===== config.mk =====
export PLATFORM = sky130hd
export DESIGN_NAME = jtag_tunnel_mux_n
export DESIGN_NICKNAME = d
export VERILOG_FILES = /design/src/rtl/jtag_tunnel_mux_n.sv
export SDC_FILE = /design/constraint.sdc
export NUM_CORES = 1
export LEC_CHECK = 0
export CAP_MARGIN = 15
export CORE_MARGIN = 10
export CORE_UTILIZATION = 42
export CTS_CLUSTER_DIAMETER = 200
export CTS_CLUSTER_SIZE = 14
export DETAILED_ROUTE_END_ITERATION = 16
export PLACE_DENSITY_LB_ADDON = 0.05
export SLEW_MARGIN = 20
export SYNTH_ARGS = -nofsm -noshare
export SYNTH_HDL_FRONTEND = slang
export SYNTH_SLANG_ARGS = --single-unit
export TNS_END_PERCENT = 5

===== constraint.sdc =====
create_clock -name tck_i -period 2 [get_ports tck_i]
set_input_delay 0.4 -clock tck_i [delete_from_list [all_inputs] [get_ports tck_i]]
set_output_delay 0.4 -clock tck_i [all_outputs]
set_load 0.05 [all_outputs]

===== src/rtl/jtag_tunnel_mux_n.sv =====
// jtag_tunnel_mux_n: N-channel JTAG tunnel clocked by TCK.
// A config USER chain selects the channel and mode. A tunnel USER chain carries
// bursts made of a header (IR/DR flag, scan length) followed by data. Each burst
// is expanded into full TMS/TDI sequences for the selected downstream TAP(s).
//
// state | meaning
// IDLE  | waiting for a burst; TMS held low so targets sit in Run-Test/Idle
// HDR   | collecting the scan-length field, LSB first
// PRE   | walking targets from RTI to Shift-DR or Shift-IR
// DATA  | forwarding payload bits; TMS high on the last bit (Exit1)
// POST  | Update then back to RTI
// DONE  | burst complete; waiting for the host to end the shift
// ABORT | host ended the shift early; five TMS=1 reach Test-Logic-Reset, then RTI
module jtag_tunnel_mux_n #(
  parameter int NUM_CHAN = 16,
  parameter int SEL_W    = $clog2(NUM_CHAN),
  parameter int LEN_W    = 7,
  parameter int CFG_W    = 8
) (
  input  logic                tck_i,
  input  logic                reset_i,
  input  logic                cfg_sel_i,
  input  logic                cfg_capture_i,
  input  logic                cfg_shift_i,
  input  logic                cfg_update_i,
  input  logic                cfg_tdi_i,
  output logic                cfg_tdo_o,
  input  logic                tun_sel_i,
  input  logic                tun_shift_i,
  input  logic                tun_tdi_i,
  output logic                tun_tdo_o,
  output logic [NUM_CHAN-1:0] ch_tck_en_o,
  output logic [NUM_CHAN-1:0] ch_tms_o,
  output logic [NUM_CHAN-1:0] ch_tdi_o,
  input  logic [NUM_CHAN-1:0] ch_tdo_i,
  input  logic [NUM_CHAN-1:0] ch_tdo_en_i,
  output logic [NUM_CHAN-1:0] ch_sel_o
);

  // The index field spans every bit below abort_sticky, so a value beyond the
  // channel count selects nothing instead of aliasing onto a real channel.
  localparam int IDX_W = CFG_W - 2;

  typedef enum logic [2:0] {
    S_IDLE, S_HDR, S_PRE, S_DATA, S_POST, S_DONE, S_ABORT
  } state_t;

  state_t             state_q;
  logic               tms_q;
  logic               tdi_q;
  logic               ir_q;
  logic [LEN_W-1:0]   len_q;
  logic [3:0]         step_q;

  logic [CFG_W-1:0]   shreg_q;
  logic [CFG_W-1:0]   new_q;
  logic               pend_q;
  logic [IDX_W-1:0]   idx_q;
  logic               bcast_q;
  logic               sticky_q;

  logic [CFG_W-1:0]   cfg_rd;
  logic [LEN_W-1:0]   len_nxt;
  logic               abort_hit;
  logic               apply;
  logic               pre_tms;
  logic               pre_last;
  logic               idx_hi_zero;
  logic [NUM_CHAN-1:0] active;

  assign cfg_rd    = {bcast_q, sticky_q, idx_q};
  assign cfg_tdo_o = shreg_q[0];
  assign len_nxt   = {tun_tdi_i, len_q[LEN_W-1:1]};
  assign apply     = pend_q && (state_q == S_IDLE);
  assign abort_hit = tun_sel_i && !tun_shift_i &&
                     ((state_q == S_HDR) || (state_q == S_PRE) ||
                      (state_q == S_DATA) || (state_q == S_POST));

  // DR preamble is 1,0,0; IR preamble is 1,1,0,0
  assign pre_tms  = ir_q ? (step_q < 4'd2) : (step_q == 4'd0);
  assign pre_last = ir_q ? (step_q == 4'd3) : (step_q == 4'd2);

  // Config shift chain; a completed update is held pending until the tunnel is idle
  always_ff @(posedge tck_i or posedge reset_i) begin
    if (reset_i) begin
      shreg_q <= '0;
      new_q   <= '0;
      pend_q  <= 1'b0;
    end else begin
      if (apply) pend_q <= 1'b0;
      if (cfg_sel_i) begin
        if (cfg_capture_i)    shreg_q <= cfg_rd;
        else if (cfg_shift_i) shreg_q <= {cfg_tdi_i, shreg_q[CFG_W-1:1]};
        if (cfg_update_i) begin
          pend_q <= 1'b1;
          new_q  <= shreg_q;
        end
      end
    end
  end

  // Live configuration: pending value applied in IDLE; abort sets the sticky flag
  always_ff @(posedge tck_i or posedge reset_i) begin
    if (reset_i) begin
      idx_q    <= '0;
      bcast_q  <= 1'b0;
      sticky_q <= 1'b0;
    end else begin
      if (apply) begin
        idx_q   <= new_q[IDX_W-1:0];
        bcast_q <= new_q[CFG_W-1];
        if (new_q[CFG_W-2]) sticky_q <= 1'b0;
      end
      if (abort_hit) sticky_q <= 1'b1;
    end
  end

  // Tunnel FSM; advances only while the tunnel instruction is selected
  always_ff @(posedge tck_i or posedge reset_i) begin
    if (reset_i) begin
      state_q <= S_IDLE;
      tms_q   <= 1'b1;
      tdi_q   <= 1'b1;
      ir_q    <= 1'b0;
      len_q   <= '0;
      step_q  <= '0;
    end else if (tun_sel_i) begin
      tdi_q <= 1'b1;
      if (abort_hit) begin
        tms_q   <= 1'b1;
        step_q  <= '0;
        state_q <= S_ABORT;
      end else begin
        unique case (state_q)
          S_IDLE: begin
            tms_q <= 1'b0;
            if (tun_shift_i) begin
              ir_q    <= ~tun_tdi_i;
              len_q   <= '0;
              step_q  <= '0;
              state_q <= S_HDR;
            end
          end
          S_HDR: begin
            tms_q  <= 1'b0;
            len_q  <= len_nxt;
            step_q <= step_q + 4'd1;
            if (step_q == 4'(LEN_W - 1)) begin
              step_q  <= '0;
              state_q <= (len_nxt == '0) ? S_DONE : S_PRE;
            end
          end
          S_PRE: begin
            tms_q  <= pre_tms;
            step_q <= step_q + 4'd1;
            if (pre_last) begin
              step_q  <= '0;
              state_q <= S_DATA;
            end
          end
          S_DATA: begin
            tdi_q <= tun_tdi_i;
            tms_q <= (len_q <= LEN_W'(1));
            if (len_q != '0) len_q <= len_q - LEN_W'(1);
            if (len_q <= LEN_W'(1)) state_q <= S_POST;
          end
          S_POST: begin
            tms_q  <= (step_q == 4'd0);
            step_q <= step_q + 4'd1;
            if (step_q == 4'd1) begin
              step_q  <= '0;
              state_q <= S_DONE;
            end
          end
          S_DONE: begin
            tms_q <= 1'b0;
            if (!tun_shift_i) state_q <= S_IDLE;
          end
          S_ABORT: begin
            step_q <= step_q + 4'd1;
            if (step_q == 4'd4) begin
              tms_q   <= 1'b0;
              step_q  <= '0;
              state_q <= S_IDLE;
            end else begin
              tms_q <= 1'b1;
            end
          end
          default: state_q <= S_IDLE;
        endcase
      end
    end
  end

  assign idx_hi_zero = ((idx_q >> SEL_W) == '0);

  for (genvar i = 0; i < NUM_CHAN; i++) begin : g_act
    assign active[i] = bcast_q | (idx_hi_zero & (idx_q[SEL_W-1:0] == SEL_W'(i)));
  end

  assign ch_sel_o    = active;
  assign ch_tck_en_o = active & {NUM_CHAN{tun_sel_i}};
  assign ch_tms_o    = ~active | {NUM_CHAN{tms_q}};
  assign ch_tdi_o    = ~active | {NUM_CHAN{tdi_q}};

  // Return path always follows the indexed channel, also in broadcast mode
  always_comb begin
    tun_tdo_o = 1'b1;
    for (int i = 0; i < NUM_CHAN; i++) begin
      if (idx_hi_zero && (idx_q[SEL_W-1:0] == SEL_W'(i)) && ch_tdo_en_i[i])
        tun_tdo_o = ch_tdo_i[i];
    end
  end

endmodule


Yosys cells after proc, flatten, opt, wreduce, memory -nomap -nowiden:

Cells that the tools add are included.

* add/subtract/negate cells: 2
* mux-type cells: 51
* order comparisons: 2
* eq/ne operators: 35
* reduce and logical (&&, ||, !) cells: 60
* bitwise logic cells: 38

Operators with widths (number)
* logical AND 1 bit: 35
* equality test 4 bit, second input constant: 8
* bitwise OR 16 bit: 2
* 2-to-1 mux 1 bit: 28
* 2-to-1 mux 3 bit: 9
* equality test 4 x 3 -> 1 bit, second input constant: 6
* 2-to-1 mux 4 bit: 6
* case mux 3 bit (7 select lines): 1
* case mux 7 bit (3 select lines): 1
* case mux 4 bit (5 select lines): 1
* bitwise AND 1 bit: 16
* bitwise AND 16 bit: 1
* equality test 4 x 2 -> 1 bit, second input constant: 4
* 2-to-1 mux 8 bit: 2
* NOT 16 bit: 1
* bitwise OR 1 bit: 16
* 2-to-1 mux 7 bit: 2
* inequality test 3 bit, second input constant: 4
* nonzero test 6 bit: 2
* equality test 3 bit, second input constant: 3
* inequality test 3 x 2 -> 1 bit, second input constant: 3
* equality test 4 x 1 -> 1 bit, second input constant: 2
* logical NOT 4 bit: 2
* AND reduction 2 bit: 4
* other kinds (23): 29

* bits of input ports: 42
* output and inout bits: 66
* register bits: 42

Depth between registers and ports, before layout:

* depth in word-level cells: 19
* gate-level depth with buffers: 7
* depth with buffers taken out: 7

Worst setup path after synthesis:

No wires, ideal clock.

* kind: flip-flop to output port
* from: register idx_q[3]
* to: output port tun_tdo_o
* stages on the path, launching flop included: 6
* data arrival time: 2378 ps
* required time: 1600 ps
* slack: -778 ps
* buffers on the path: 0
* cells stage by stage: dfrtp_1 nor4b_4 nand4_1 a21oi_1 a221oi_1 a211oi_1

* word-level cells in the longest chain between the ends: 19
* elaborated cells on any way between the ends: 64
* those cells by class: 15 x eq/ne; 16 x mux; 33 x reduce/logical

RTL lines
* start, declared: line 58 `logic [IDX_W-1:0] idx_q;`
* start signal, assigned: line 110 `idx_q <= new_q[IDX_W-1:0];`
* logical NOT 4 bit: line 210 `if (idx_hi_zero && (idx_q[SEL_W-1:0] == SEL_W'(i)) && ch_tdo_en_i[i])`
* logical AND 1 bit (2 in a row): line 210
* 2-to-1 mux 1 bit (15 in a row): line 210
* 2-to-1 mux 1 bit (*): line 210
* end, declared: line 31 `output logic tun_tdo_o,`

Mark *: on every way between the ends. The rest lies on a longest branch, timed or not.

Final worst setup path:

* from: register idx_q[5]
* to: output port tun_tdo_o

* word-level cells in the longest chain between the ends: 19
* elaborated cells on any way between the ends: 49
* those cells by class: 16 x mux; 33 x reduce/logical

RTL lines
* logical NOT 6 bit (*): line 195 `assign idx_hi_zero = ((idx_q >> SEL_W) == '0);`
* logical AND 1 bit (2 in a row): line 210
* 2-to-1 mux 1 bit (15 in a row): line 210
* 2-to-1 mux 1 bit (*): line 210

Marks and branches as above.

==> results.md <==
* Status: finished, violations left
* Violated checks: setup timing
* Required @ worst endpoint at 1.60 ns
* Worst relative slew slack at 0.643
* Row cnt at 31
* Routability cong. at 0.857
* H-tree levels at 2
* Async set-or-reset flop fraction in the synthesized netlist at 1.00
* Skew final at 0.00749 ns
* Hold Crit Class: in -> async
* Worst-margin pin slew at 0.535 ns
* Met1 GRT Util at 0.206
* Number of synthesized flops with an enable pin at 0
* Avg Inst Size Synth at 8.31 sq um
* Startpoint class of the critical path: register
* Met2 Usage GRT at 0.342
* Non-filler cells, final at 628
* Setup TNS at -10.58 ns
* Final setup fails at 64
* DRC Markers at 0
* Nets@finish at 576
* RSZ-0062 raised after global routing: yes
* Total global routing overflow at 0
* Io pins at 108
* DR vias at 3375
* Distinct cells, synth at 64
* Max FO, Critical Path at 5
* Mapped Area at 3160 sq um
* CTS tree: built
* CP arrival at 1.94 ns
* Die Area at 11400 sq um
* Vias in the first global route at 3280
* Hold_ws at 0.464 ns
* Final Slew Violations at 0
* Met3 GRT Util at 0.0377
* Final hold vios at 0
* Worst setup margin at -0.344 ns
* Peak VDD IR at 0.00102 V
* Post-Syn Instances at 380
* Chip Height at 107 um
* Clock latency on the worst-skew pair at 0.29 ns
* N_diodes at 0
* Net count after synthesis at 428
* Tcrit/Tclk final at 1.17
* Seq/Total Area, Yosys at 0.334
* CTS Buf Count at 5
* Root buffer cell: clkbuf_8
* Fillers at 545
* Area Overhead vs Synth at 71.7%
* Core area at 7290 sq um
* Wire length per cell at 17.9 um
* Max cap viols at 0
* Largest net degree at the start of global routing at 43
* Post-DRT Antenna Nets at 0
* Lkg Pwr at 0.00233 uW
* Prevailing post-synth register cell: dfrtp_1
* Busiest grt layer: met2
* Starting Density at 0.433
* CTS max path bufs at 2
* Cell Pwr Density at 1870 nW/um^2
* Post-layout min period at 2.34 ns
* Crit path kind: reg -> out
* Pre-antenna DRT Iters at 4
* Final Routed Wirelength at 11200 um
* Initial DRC Count at 158
* Drt via density at 5.37
* First-pass GRT wire length at 17300 um
* Initial antenna violation count at 0
* Gr usage total at 0.183
* Placed insts at 619
* Clock Pin Slew Worst Setup and Hold Paths at 0.09 ns
* Number of synthesis warnings at 0
* I/O Buffers at 107
* CP Capture Type: primary output
* Ratio of cells with drive above 1 in the final layout at 0.457
* Cts hold-fix bufs at 0
* Sink Count at 42
* Die X at 107 um
* Fmax at 427 MHz
* Hpwl dp at 8720 um
* Seq cells post-synth at 42
[metrics by stage]
stage               setup WS [ns]  total power (uW)  area [sq um]   util
floorplan                  -0.109              5640          3170      -
global placement           -0.407              8730          4980  0.683
detailed placement         -0.455              8830          4980  0.683
CTS                        -0.381              9810          5270  0.722
global route               -0.448             10600          5420  0.743
finish                     -0.344             10100          5420  0.743
[final cells by class]
class / count / area (sq um) / area share
Sequential cell: 42 / 1060 / 0.196
Timing Repair Buffer: 164 / 1910 / 0.352
Clock buffer: 5 / 68.8 / 0.0127
Tap cell: 99 / 124 / 0.0229
Inverter: 33 / 129 / 0.0238
Clock inverter: 3 / 23.8 / 0.00439
Multi-Input combinational cell: 282 / 2110 / 0.389
[synth_stat cells (3+ instances only)]
cell       n  share of area
a21oi_1   30          0.048
nand3b_1   6          0.014
and3_1     5         0.0099
nand2b_1   3         0.0059
or2_1      3         0.0059
nor4_1     3         0.0059
buf_2      8          0.013
inv_1     32          0.038
nor2b_1   10          0.020
a31oi_1    3         0.0059
dfrtp_1   40           0.32
or2_2     29          0.057
o211ai_1   4         0.0095
ha_1       6          0.024
nand3_1   11          0.017
o21ai_1    3         0.0048
buf_1      3         0.0036
and2_1     4         0.0079
o22ai_1    6          0.012
a22o_1    12          0.033
clkbuf_1  12          0.014
nor3_1     8          0.013
nor2_1    29          0.034
nand2_1   31          0.037
mux2_2    16          0.057
o21ai_0   13          0.021
[placed cells by master, fill, tap and decap left out, drive strengths merged, types with 3 or more instances in the layout]
| cell | n |
|---|---|
| inv | 34 |
| nand3b | 6 |
| o22ai | 6 |
| nor4b | 4 |
| nand3 | 12 |
| nor2b | 10 |
| o211ai | 5 |
| mux2 | 17 |
| ha | 6 |
| a22o | 12 |
| buf | 122 |
| nor4 | 5 |
| o32ai | 3 |
| and3 | 5 |
| clkdlybuf4s50 | 42 |
| a21oi | 30 |
| nand2b | 3 |
| o21ai | 16 |
| nor3 | 8 |
| and2 | 4 |
| or2 | 32 |
| clkbuf | 5 |
| a31oi | 3 |
| nand2 | 31 |
| dfrtp | 40 |
| nor2 | 29 |
[timing repair]
| item | 4_1_cts | 5_1_grt |
|---|---|---|
| gates resized for setup | 57 | 55 |
| gates cloned | 0 | 0 |
| buffers inserted | 3 | 0 |
| pin swaps | 7 | 3 |
| endpoints found under the setup margin | 65 | 74 |
[power by group]
group	total (uW)	switching, uW	internal (uW)
sequential	1650	472	1180
clock	565	315	250
combinational	7920	4370	3560
[flip-flops by register name, summed over array words and instances, names as in the netlist, 3 cells and up]
signal	cells
new_q	8
shreg_q	8
idx_q	6
step_q	4
state_q	3
len_q	7
[worst paths after layout]
path	start	endpoint	slack [ns]	depth (start not counted)
hold / removal	reset_i	new_q[6]	0.46	3
max in group asynchronous	reset_i	tdi_q	1.26	3
setup reg to reg	len_q[1]	state_q[1]	0.08	7
hold reg to reg	sticky_q	sticky_q	0.48	1
min in group tck_i	sticky_q	sticky_q	0.48	1
setup / recovery	idx_q[5]	tun_tdo_o	-0.34	6
[routing by layer]
layer  part of all wire  up-vias
li1                   -     1646
met1               0.41     1637
met4              0.014        0
met2               0.53       82
met5                  0        -
met3              0.050       10
[cells by family (layout without fill, tap and decap cells)]
family,after synthesis,in the layout,share of synthesized area
AO/OA/AOI/OAI,98,98,0.216
adder cells (fa/ha/maj),6,6,0.0238
AND/OR/NAND/NOR,159,159,0.289
flip-flops,42,42,0.334
multiplexers,19,19,0.0670
buffers and inverters,56,205,0.0698
[critical path, stage by stage, from the launching register on]
cell and delay [ns]:
dfrtp_2 0.48, nor4_4 0.33, buf_4 0.16, o211ai_1 0.10, a221oi_2 0.36, a211oi_4 0.05
buf_6 0.17
Note: power is estimated with default switching activity, not from simulation.
